--- config.mk ---
export PLATFORM = sky130hd
export DESIGN_NAME = ahbl_burst_master
export DESIGN_NICKNAME = d
export VERILOG_FILES = /design/src/rtl/ahbl_burst_master.sv
export SDC_FILE = /design/constraint.sdc
export NUM_CORES = 1
export LEC_CHECK = 0
export BUFFER_PORTS_ARGS = -buffer_cell sky130_fd_sc_hd__buf_2
export CAP_MARGIN = 20
export CORE_AREA = 2 2 230 232
export DETAILED_ROUTE_END_ITERATION = 12
export DIE_AREA = 0 0 232 234
export PLACE_DENSITY = 0.7
export SETUP_SLACK_MARGIN = 0.1
export SLEW_MARGIN = 20
export SYNTH_ARGS = -nofsm -noshare
export SYNTH_HDL_FRONTEND = slang
export SYNTH_SLANG_ARGS = --single-unit
export TNS_END_PERCENT = 50
--- constraint.sdc ---
create_clock -name SYSCLK -period 3.3 [get_ports SYSCLK]
set_input_delay 0.33 -clock SYSCLK [delete_from_list [all_inputs] [get_ports SYSCLK]]
set_output_delay 0.33 -clock SYSCLK [all_outputs]
set_load 0.02 [all_outputs]
--- src/rtl/ahbl_burst_master.sv ---
// AHB-Lite burst master: command port, write-data FIFO, INCR bursts with 1 KB re-NONSEQ and ERROR abort.
// Optional HREADY-low watchdog enabled by defining AHBL_MASTER_TIMEOUT_EN.
module ahbl_burst_master #(
    parameter int DATA_WIDTH     = 32,
    parameter int ADDR_WIDTH     = 32,
    parameter int MAX_BEATS      = 16,
    parameter int TIMEOUT_CYCLES = 1024
) (
    input  logic                        SYSCLK,
    input  logic                        SYSRST,
    input  logic                        CMD_VALID,
    output logic                        CMD_READY,
    input  logic [ADDR_WIDTH-1:0]       CMD_ADDR,
    input  logic                        CMD_WRITE,
    input  logic [2:0]                  CMD_SIZE,
    input  logic [$clog2(MAX_BEATS):0]  CMD_BEATS,
    input  logic                        CMD_LOCK,
    input  logic                        WR_VALID,
    output logic                        WR_READY,
    input  logic [DATA_WIDTH-1:0]       WR_DATA,
    output logic                        RD_VALID,
    output logic [DATA_WIDTH-1:0]       RD_DATA,
    output logic                        RD_LAST,
    output logic                        DONE,
    output logic                        ERR,
    output logic [ADDR_WIDTH-1:0]       HADDR,
    output logic [1:0]                  HTRANS,
    output logic                        HWRITE,
    output logic [2:0]                  HSIZE,
    output logic [2:0]                  HBURST,
    output logic [3:0]                  HPROT,
    output logic                        HMASTLOCK,
    output logic [DATA_WIDTH-1:0]       HWDATA,
    input  logic [DATA_WIDTH-1:0]       HRDATA,
    input  logic                        HREADY,
    input  logic                        HRESP,
    output logic [2:0]                  dbg_state,
    output logic [$clog2(MAX_BEATS):0]  dbg_fifo_count
);
    // Handshakes: a transfer happens on a rising edge where valid and ready are both 1;
    // ready never depends on valid, and RD_VALID has no backpressure.
    localparam int PW = $clog2(MAX_BEATS);
    localparam int BW = PW + 1;
    localparam logic [2:0] MAX_SIZE = 3'($clog2(DATA_WIDTH / 8));
    localparam logic [1:0] T_IDLE   = 2'b00;
    localparam logic [1:0] T_NONSEQ = 2'b10;
    localparam logic [1:0] T_SEQ    = 2'b11;

    typedef enum logic [2:0] {S_IDLE, S_ADDR, S_BURST, S_DRAIN, S_ERROR} state_t;
    state_t state, state_n;

    logic [ADDR_WIDTH-1:0] addr_q;
    logic                  write_q;
    logic [2:0]            size_q;
    logic [2:0]            burst_q;
    logic                  lock_q;
    logic [BW-1:0]         addr_left;
    logic                  dp_valid;
    logic                  dp_last;
    logic [DATA_WIDTH-1:0] hwdata_q;
    logic                  rd_valid_q;
    logic [DATA_WIDTH-1:0] rd_data_q;
    logic                  rd_last_q;
    logic                  done_q;
    logic                  err_q;

    logic [DATA_WIDTH-1:0] mem [MAX_BEATS];
    logic [PW-1:0]         wr_ptr;
    logic [PW-1:0]         rd_ptr;
    logic [BW-1:0]         fifo_count;
    logic [BW-1:0]         pop_n;
    logic                  push;

    logic [1:0] htrans_c;
    logic       addr_acc;
    logic       data_ok;
    logic       fin;
    logic       fin_err;
    logic       flush;
    logic       timeout;
    logic       size_bad;
    logic       cmd_acc;

    assign size_bad  = CMD_SIZE > MAX_SIZE;
    assign WR_READY  = fifo_count != BW'(MAX_BEATS);
    assign push      = WR_VALID && WR_READY;
    assign CMD_READY = !SYSRST && state == S_IDLE && !done_q &&
                       (!CMD_WRITE || fifo_count >= CMD_BEATS);
    assign cmd_acc   = CMD_VALID && CMD_READY;

`ifdef AHBL_MASTER_TIMEOUT_EN
    localparam int TW = $clog2(TIMEOUT_CYCLES + 1);
    logic [TW-1:0] tmo_cnt;

    always_ff @(posedge SYSCLK) begin
        if (SYSRST || HREADY || state == S_IDLE || timeout) begin
            tmo_cnt <= '0;
        end else begin
            tmo_cnt <= tmo_cnt + 1'b1;
        end
    end

    assign timeout = state != S_IDLE && tmo_cnt == TW'(TIMEOUT_CYCLES);
`else
    logic unused_tmo;
    assign unused_tmo = TIMEOUT_CYCLES == 0;
    assign timeout    = 1'b0;
`endif

    always_ff @(posedge SYSCLK) begin
        if (SYSRST) begin
            state <= S_IDLE;
        end else begin
            state <= state_n;
        end
    end

    always_comb begin
        state_n  = state;
        htrans_c = T_IDLE;
        addr_acc = 1'b0;
        data_ok  = 1'b0;
        fin      = 1'b0;
        fin_err  = 1'b0;
        flush    = 1'b0;
        case (state)
            S_IDLE:  if (cmd_acc && !size_bad) state_n = S_ADDR;
            S_ADDR:  htrans_c = T_NONSEQ;
            // Crossing a 1 KB page restarts the burst with NONSEQ.
            S_BURST: htrans_c = (addr_q[9:0] == 10'd0) ? T_NONSEQ : T_SEQ;
            S_ERROR: begin
                if (HREADY) begin
                    fin     = 1'b1;
                    fin_err = 1'b1;
                    flush   = 1'b1;
                    state_n = S_IDLE;
                end
            end
            default: ;
        endcase
        if (state == S_ADDR || state == S_BURST || state == S_DRAIN) begin
            if (dp_valid && HRESP) begin
                htrans_c = T_IDLE;
                if (HREADY) begin
                    fin     = 1'b1;
                    fin_err = 1'b1;
                    flush   = 1'b1;
                    state_n = S_IDLE;
                end else begin
                    state_n = S_ERROR;
                end
            end else if (HREADY) begin
                if (dp_valid) begin
                    data_ok = 1'b1;
                    if (dp_last) begin
                        fin     = 1'b1;
                        state_n = S_IDLE;
                    end
                end
                if (htrans_c != T_IDLE) begin
                    addr_acc = 1'b1;
                    state_n  = (addr_left == BW'(1)) ? S_DRAIN : S_BURST;
                end
            end
        end
        if (timeout) begin
            htrans_c = T_IDLE;
            addr_acc = 1'b0;
            data_ok  = 1'b0;
            fin      = 1'b1;
            fin_err  = 1'b1;
            flush    = 1'b1;
            state_n  = S_IDLE;
        end
    end

    // An aborted write discards every beat whose address phase was never accepted.
    always_comb begin
        pop_n = '0;
        if (write_q && addr_acc) begin
            pop_n = BW'(1);
        end else if (write_q && flush) begin
            pop_n = addr_left;
        end
    end

    always_ff @(posedge SYSCLK) begin
        if (push) begin
            mem[wr_ptr] <= WR_DATA;
        end
    end

    always_ff @(posedge SYSCLK) begin
        if (SYSRST) begin
            wr_ptr     <= '0;
            rd_ptr     <= '0;
            fifo_count <= '0;
        end else begin
            if (push) begin
                wr_ptr <= wr_ptr + 1'b1;
            end
            rd_ptr     <= rd_ptr + pop_n[PW-1:0];
            fifo_count <= fifo_count + BW'(push) - pop_n;
        end
    end

    always_ff @(posedge SYSCLK) begin
        if (SYSRST) begin
            addr_q     <= '0;
            write_q    <= 1'b0;
            size_q     <= '0;
            burst_q    <= '0;
            lock_q     <= 1'b0;
            addr_left  <= '0;
            dp_valid   <= 1'b0;
            dp_last    <= 1'b0;
            hwdata_q   <= '0;
            rd_valid_q <= 1'b0;
            rd_data_q  <= '0;
            rd_last_q  <= 1'b0;
            done_q     <= 1'b0;
            err_q      <= 1'b0;
        end else begin
            rd_valid_q <= 1'b0;
            rd_last_q  <= 1'b0;
            done_q     <= 1'b0;
            err_q      <= 1'b0;
            if (cmd_acc) begin
                addr_q    <= CMD_ADDR;
                write_q   <= CMD_WRITE;
                size_q    <= CMD_SIZE;
                lock_q    <= CMD_LOCK;
                addr_left <= CMD_BEATS;
                burst_q   <= (CMD_BEATS == BW'(1)) ? 3'b000 : 3'b001;
                if (size_bad) begin
                    done_q <= 1'b1;
                    err_q  <= 1'b1;
                end
            end
            if (addr_acc) begin
                addr_q    <= addr_q + (ADDR_WIDTH'(1) << size_q);
                addr_left <= addr_left - 1'b1;
                dp_last   <= addr_left == BW'(1);
                if (write_q) begin
                    hwdata_q <= mem[rd_ptr];
                end
            end
            if (addr_acc) begin
                dp_valid <= 1'b1;
            end else if (data_ok || fin || cmd_acc) begin
                dp_valid <= 1'b0;
            end
            if (data_ok && !write_q) begin
                rd_valid_q <= 1'b1;
                rd_data_q  <= HRDATA;
                rd_last_q  <= dp_last;
            end
            if (fin) begin
                done_q <= 1'b1;
                err_q  <= fin_err;
            end
        end
    end

    assign HADDR          = addr_q;
    assign HTRANS         = htrans_c;
    assign HWRITE         = write_q;
    assign HSIZE          = size_q;
    assign HBURST         = burst_q;
    assign HPROT          = 4'b0011;
    assign HMASTLOCK      = lock_q && state != S_IDLE;
    assign HWDATA         = hwdata_q;
    assign RD_VALID       = rd_valid_q;
    assign RD_DATA        = rd_data_q;
    assign RD_LAST        = rd_last_q;
    assign DONE           = done_q;
    assign ERR            = err_q;
    assign dbg_state      = state;
    assign dbg_fifo_count = fifo_count;

endmodule

==> Word-level counts from Yosys, hierarchy flattened <==
Memories as Yosys holds them, arrays and structs flattened. A register that Yosys moved wholly into a read port is not among the register bits.
Index checks and enable logic that the tools add are counted.
{ "word_totals": {"regBits": 99, "ramBits": 512, "in_bits": 112, "out_inout_bits": 124, "wordCells": 113, "n_memories": 1} }
{ "mem_list": {"columns": ["memory", "words", "word_bits", "read_ports", "rd_clocked_by_memory_dff", "write_ports", "line_no", "rtl"], "rows": [
  ["mem", 16, 32, 1, 1, 1, "67", "logic [DATA_WIDTH-1:0] mem [MAX_BEATS];"]
]} }
{ "op_classes": {"add_sub_neg": 6, "magnitude_cmp": 2, "n_eq_ne": 7, "n_shift": 1, "n_mux": 49, "n_bitwise": 1, "n_reduce_logical": 29} }
{ "ops": {"columns": ["cell", "count"], "rows": [
  ["32-bit two-way mux", 2],
  ["32-bit adder", 1],
  ["1-bit by 3-bit left shift with 32-bit output, first input constant", 1],
  ["1-bit two-way mux", 30],
  ["3-bit two-way mux", 9],
  ["5-bit two-way mux", 4],
  ["1-bit logical AND", 11],
  ["5-bit by 1-bit == test with 1-bit output, second input constant", 2],
  ["10-bit zero test", 1],
  ["3-bit by 2-bit == test with 1-bit output, second input constant", 2],
  ["3-bit one-hot mux with 2 select lines", 1],
  ["2-bit nonzero test", 3],
  ["5-bit by 1-bit adder with 5-bit output", 1],
  ["5-bit greater-or-equal comparator", 1],
  ["1-bit zero test", 5],
  ["1-bit logical OR", 5],
  ["5-bit inequality test, second input constant", 1],
  ["5-bit by 1-bit subtractor with 5-bit output, second input constant", 1],
  ["5-bit subtractor", 1],
  ["4-bit by 1-bit adder with 4-bit output, second input constant", 1],
  ["4-bit adder", 1],
  ["2-bit two-way mux", 2],
  ["2-bit one-hot mux with 2 select lines", 1],
  ["3-bit by 1-bit == test with 1-bit output, second input constant", 1],
  ["other kinds (7)", 7]
]} }

==> Depth between registers and ports, before layout <==
{ "logic_depth": {"ltp_word": 14, "mapped_depth": 17, "depth_no_buf": 16} }

==> Worst setup path after synthesis <==
Ideal clock, no wire load.
{ "synth_path": {"path_type": "reg2reg", "startpoint": "register fifo_count[1], in the netlist dbg_fifo_count[1]", "endpoint": "memory mem[3][0], enable pin", "setup_time_ns": 0.461, "arrival_time_ns": 3.549, "required_ns": 2.839, "setup_slack_ns": -0.710, "path_stages_with_launch": 7, "n_path_buf": 1, "period_less_slack_ns": 4.010, "cell_sequence": "dfxtp_1 -> nor4_1 -> nand2_1 -> and2_1 -> clkbuf_1 -> nand2_1 -> nor3_1"} }
{ "synth_between": {"elab_chain_cells": 4} }
{ "synth_rtl": {"columns": ["element", "line_no", "rtl"], "rows": [
  ["from (decl)", "70", "logic [BW-1:0] fifo_count;"],
  ["from (signal assigned)", "203", "fifo_count <= fifo_count + BW'(push) - pop_n;"],
  ["5-bit inequality test", "85", "assign WR_READY = fifo_count != BW'(MAX_BEATS);"],
  ["net WR_READY", "19", "output logic WR_READY,"],
  ["1-bit logical AND", "86", "assign push = WR_VALID && WR_READY;"],
  ["1-bit two-way mux", "188", "if (push) begin"],
  ["1-bit two-way mux (implied by the code)", "189", "mem[wr_ptr] <= WR_DATA;"],
  ["to (decl)", "67", null]
]} }
The timed path passes the listed nets, and every way through them passes these cells.

==> Worst setup path in the final report <==
{ "layout_path": {"startpoint": "register state[1], in the netlist dbg_state[1]", "endpoint": "register fifo_count[4], in the netlist dbg_fifo_count[4]"} }
{ "layout_between": {"elab_chain_cells": 10, "elab_cells_between_ends": 21, "classes_between": "1 x add/sub; 4 x eq/ne; 11 x mux; 5 x reduce/logical"} }
{ "layout_rtl": {"columns": ["element", "line_no", "rtl"], "rows": [
  ["from (decl)", "50", "state_t state, state_n;"],
  ["from (signal assigned)", "114", "state <= state_n;"],
  ["3-bit by 2-bit == test with 1-bit output / 3-bit by 1-bit == test with 1-bit output (equally long branches)", "126, 141", null],
  ["2-bit one-hot mux with 2 select lines", "126", "case (state)"],
  ["2-bit nonzero test", "160", "if (htrans_c != T_IDLE) begin"],
  ["1-bit two-way mux", "160", null],
  ["1-bit two-way mux", "152", "end else if (HREADY) begin"],
  ["1-bit two-way mux", "142", "if (dp_valid && HRESP) begin"],
  ["1-bit two-way mux", "141", "if (state == S_ADDR || state == S_BURST || state == S_DRAIN) begin"],
  ["1-bit logical AND", "180", "if (write_q && addr_acc) begin"],
  ["5-bit two-way mux *", "180", null],
  ["5-bit subtractor *", "203", null]
]} }
Mark *: on every way between the ends. The rest lies on a longest branch, timed or not.
A chain may end at the register's enable or synchronous reset.

==> metrics.md <==
| Metric | Value |
|---|---|
| Outcome | completed |
| Met2 usage | 0.389 |
| Leak Pwr | approximately 11 nW |
| CP Depth | 17 |
| Placement Cell Area | about 0.028 mm2 |
| # DRC | 0 |
| Vias in the first global route | ~15000 |
| Max incr delay on CP | around 0.45 ns |
| Slowest CP cell | fa_1 |
| Max-Slew Margin vs Limit | 0.299 |
| Peak Freq | ~0.33 GHz |
| CP Capture Type | register |
| Post-route cell area | ~0.031 mm2 |
| Num CTS Buffers | 67 |
| RSZ-0062 raised after global routing | no |
| Initial antenna violation count | 8 |
| Initial Util | 0.494 |
| CTS Root Cell | clkbuf_16 |
| RePlAce Congestion | roughly 0.91 |
| Via count | about 15000 |
| Number of synthesized flops with an enable pin | 512 |
| CP max FO | 5 |
| Clk slew on worst S/H paths | roughly 0.06 ns |
| Synthesized cell area | roughly 0.026 mm2 |
| Max Slew Vio Count | 0 |
| Tot GR Track Use | 0.229 |
| Final setup viols | 0 |
| Most common cell in the netlist | edfxtp_1 |
| Crit path buffers/inverters | 4 |
| Io pins | approximately 240 |
| Synth area leaders | edfxtp_1, dfxtp_1, mux4_2 |
| Largest net degree at the start of global routing | 73 |
| Fin. Hold Viols | 0 |
| Path depth of the worst reg2reg path | 17 |
| Hold slack final | about 0.021 ns |
| Synthesis-to-layout area growth | 19.3% |
| Post-Route Skew | a little under 0.03 ns |
| Final WS setup | 0.310 ns |
| WL final | a little over 60 mm |
| Routing usage on met3 | 0.0440 |
| CP Data Required Time | 3.78 ns |
| Cell Pwr Density | between 500 and 600 mW/mm2 |
| Mapped Cells | 1444 |
| Ys flop type | edfxtp_1 |
| Die Wd | 232 um |
| Global-route wire length before repair | approximately 92 mm |
| Period minus WS final | 2.99 ns |
| Top-area cell type share of the netlist area | 0.598 |
| CP dominant cell by count | inv_1 |
| Delay-heaviest family, CP | adder cells |
| Avg WL per Cell | ~25 um |
| Die height | approximately 230 um |
| Area leader, netlist | edfxtp_1 |
| Max Cap Violations | 0 |
| H-tree depth | 3 |
| VDD IR-drop max | approximately 0.00044 V |
| Share of layout cells above drive strength 1 | 0.293 |
| Arr. time, crit path | between 3 and 4 ns |
| Async S/R FF share, synth | 0 |
| First drt pass iteration count | 7 |
| Most instantiated cells after synthesis | edfxtp_1, dfxtp_1, nand2_1, mux4_2, a21oi_1 |
| Die Area | 0.0543 mm2 |
| Hold Path Depth | 3 |
| HP Class | in2reg |
| Clk_lat worst skew | just over 0.6 ns |
| CTS Sinks | roughly 640 |
| Synth warnings | 0 |
| GRT overflow | 0 |
| Final Util | 0.589 |
| CP Launch Type | register |
| Nets | between 1500 and 2000 |
| Syn avg cell area | 17.8 um2 |
| Post-route insts no fill | ~2500 |
| GRT busiest layer | met2 |
| Pwr Total | about 18 mW |
| Core Footprint | about 0.052 mm2 |
| Dpl ws | between 0.07 and 0.08 ns |
| Number of synthesized register bits | 641 |
| Netlist cell types | 71 |
| Final period util | 0.906 |
| TNS Setup | 0 ns |
| # placed instances | about 2300 |
| FP Rows | 84 |
| Register area share after synthesis | 0.698 |
| CTS tree | built |
| GR Util met1 | 0.298 |
| Initial drt markers | between 1000 and 1500 |
| ANT nets after route | 0 |
| WS Path Type | reg2reg |
| Vias/cell | 5.95 |
| Worst-margin pin slew | between 1 and 1.5 ns |
| Clock Path Buffers | 3 |
| Final HPWL DP | 35.7 mm |
| # port buffers | roughly 230 |
| CP Cell Sequence | nor2_4 > and2_4 > o21ai_1 > or2_2 > a21boi_2 > buf_4 > ha_1 > inv_1 > ha_1 > inv_1 > fa_1 > inv_1 > a21o_1 > a21oi_1 > xnor2_1 > xnor2_1 > nor2_1 |
-- sequential cells by signal (all words and copies together) (netlist names), 3 cells and up --
name / cells
rd_ptr: 4
dbg_fifo_count: 5
addr_left: 5
wr_ptr: 4
HWDATA: 32
mem: 512
HADDR: 32
RD_DATA: 32
HSIZE: 3
dbg_state: 3
-- kinds of logic (layout without fill, tap and decap cells) --
kind of cell / after synthesis / in the layout / synth area share
compound gates: 192 / 192 / 0.0527
xor+xnor: 21 / 21 / 0.00715
fa+ha+maj: 33 / 33 / 0.0169
buf+inv: 116 / 488 / 0.0226
flops: 641 / 641 / 0.698
mux: 163 / 163 / 0.150
other cells: 2 / 9 / 0.000292
simple gates: 276 / 276 / 0.0523
-- worst reg2reg max path, stage by stage, from the launching register on --
cell and delay (ns):
dfxtp_1 0.33, nor2_4 0.16, and2_4 0.17, o21ai_1 0.08, or2_2 0.29, a21boi_2 0.17
buf_4 0.13, ha_1 0.22, inv_1 0.06, ha_1 0.15, inv_1 0.06, fa_1 0.45
inv_1 0.07, a21o_1 0.11, a21oi_1 0.07, xnor2_1 0.18, xnor2_1 0.14, nor2_1 0.05
-- path summary, 6_finish.rpt --
kind / endpoint / from / slack (ns)
hold / removal: HADDR[15]$_SDFFE_PP0P_ / CMD_ADDR[15] / 0.02
hold reg to reg: RD_DATA[9]$_SDFFE_PP0P_ / RD_DATA[9]$_SDFFE_PP0P_ / 0.45
setup / recovery: dbg_fifo_count[4]$_SDFF_PP0_ / dbg_state[1]$_SDFF_PP0_ / 0.31
setup reg to reg: dbg_fifo_count[4]$_SDFF_PP0_ / dbg_state[1]$_SDFF_PP0_ / 0.31
-- layout make-up --
type	instances	area (um2)
well taps	688	861
diodes	3	7.51
inverters	28	105
clock inverters	28	270
flip-flops and latches	641	18000
fillers	3742	21400
multi-input cells	691	7350
repair buffers	339	2220
clock buffers	93	1890
-- repair_timing --
action	in CTS	in global routing
buffers inserted	0	0
endpoints found under the setup margin	1	1
gates cloned	0	0
hold buffers	45	0
hold endpoints to repair	45	0
resized for setup	1	4
-- layout by cell type (no fill, tap or decap), drive strengths merged, types with 7 or more instances in the layout --
cell and count:
dfxtp 129, clkinv 20, a21oi 71, a21o 7, xor2 16, ha 30, o21ai 14, edfxtp 512
nand3 12, nor2b 7, clkbuf 93, buf 294, o211ai 11, nor2 52, a31oi 8, and2 8
inv 32, mux4 160, nand4 8, dlygate4sd3 45, a211oi 7, and3 8, nand2 121, a32o 32
nor3 19, or3 9
-- per-layer routing --
metal	share of wire	up-vias
met5	0.00098	-
met3	0.081	121
met2	0.50	694
met4	0.026	10
li1	-	6505
met1	0.39	7618
-- where the power goes --
part / internal, mW / switching, mW
Combinational: 0.606 / 0.916
Sequential: 9.00 / 0.155
Clock: 4.33 / 3.06
Total: 13.9 / 4.13
Power figures use the tool's default switching activity.
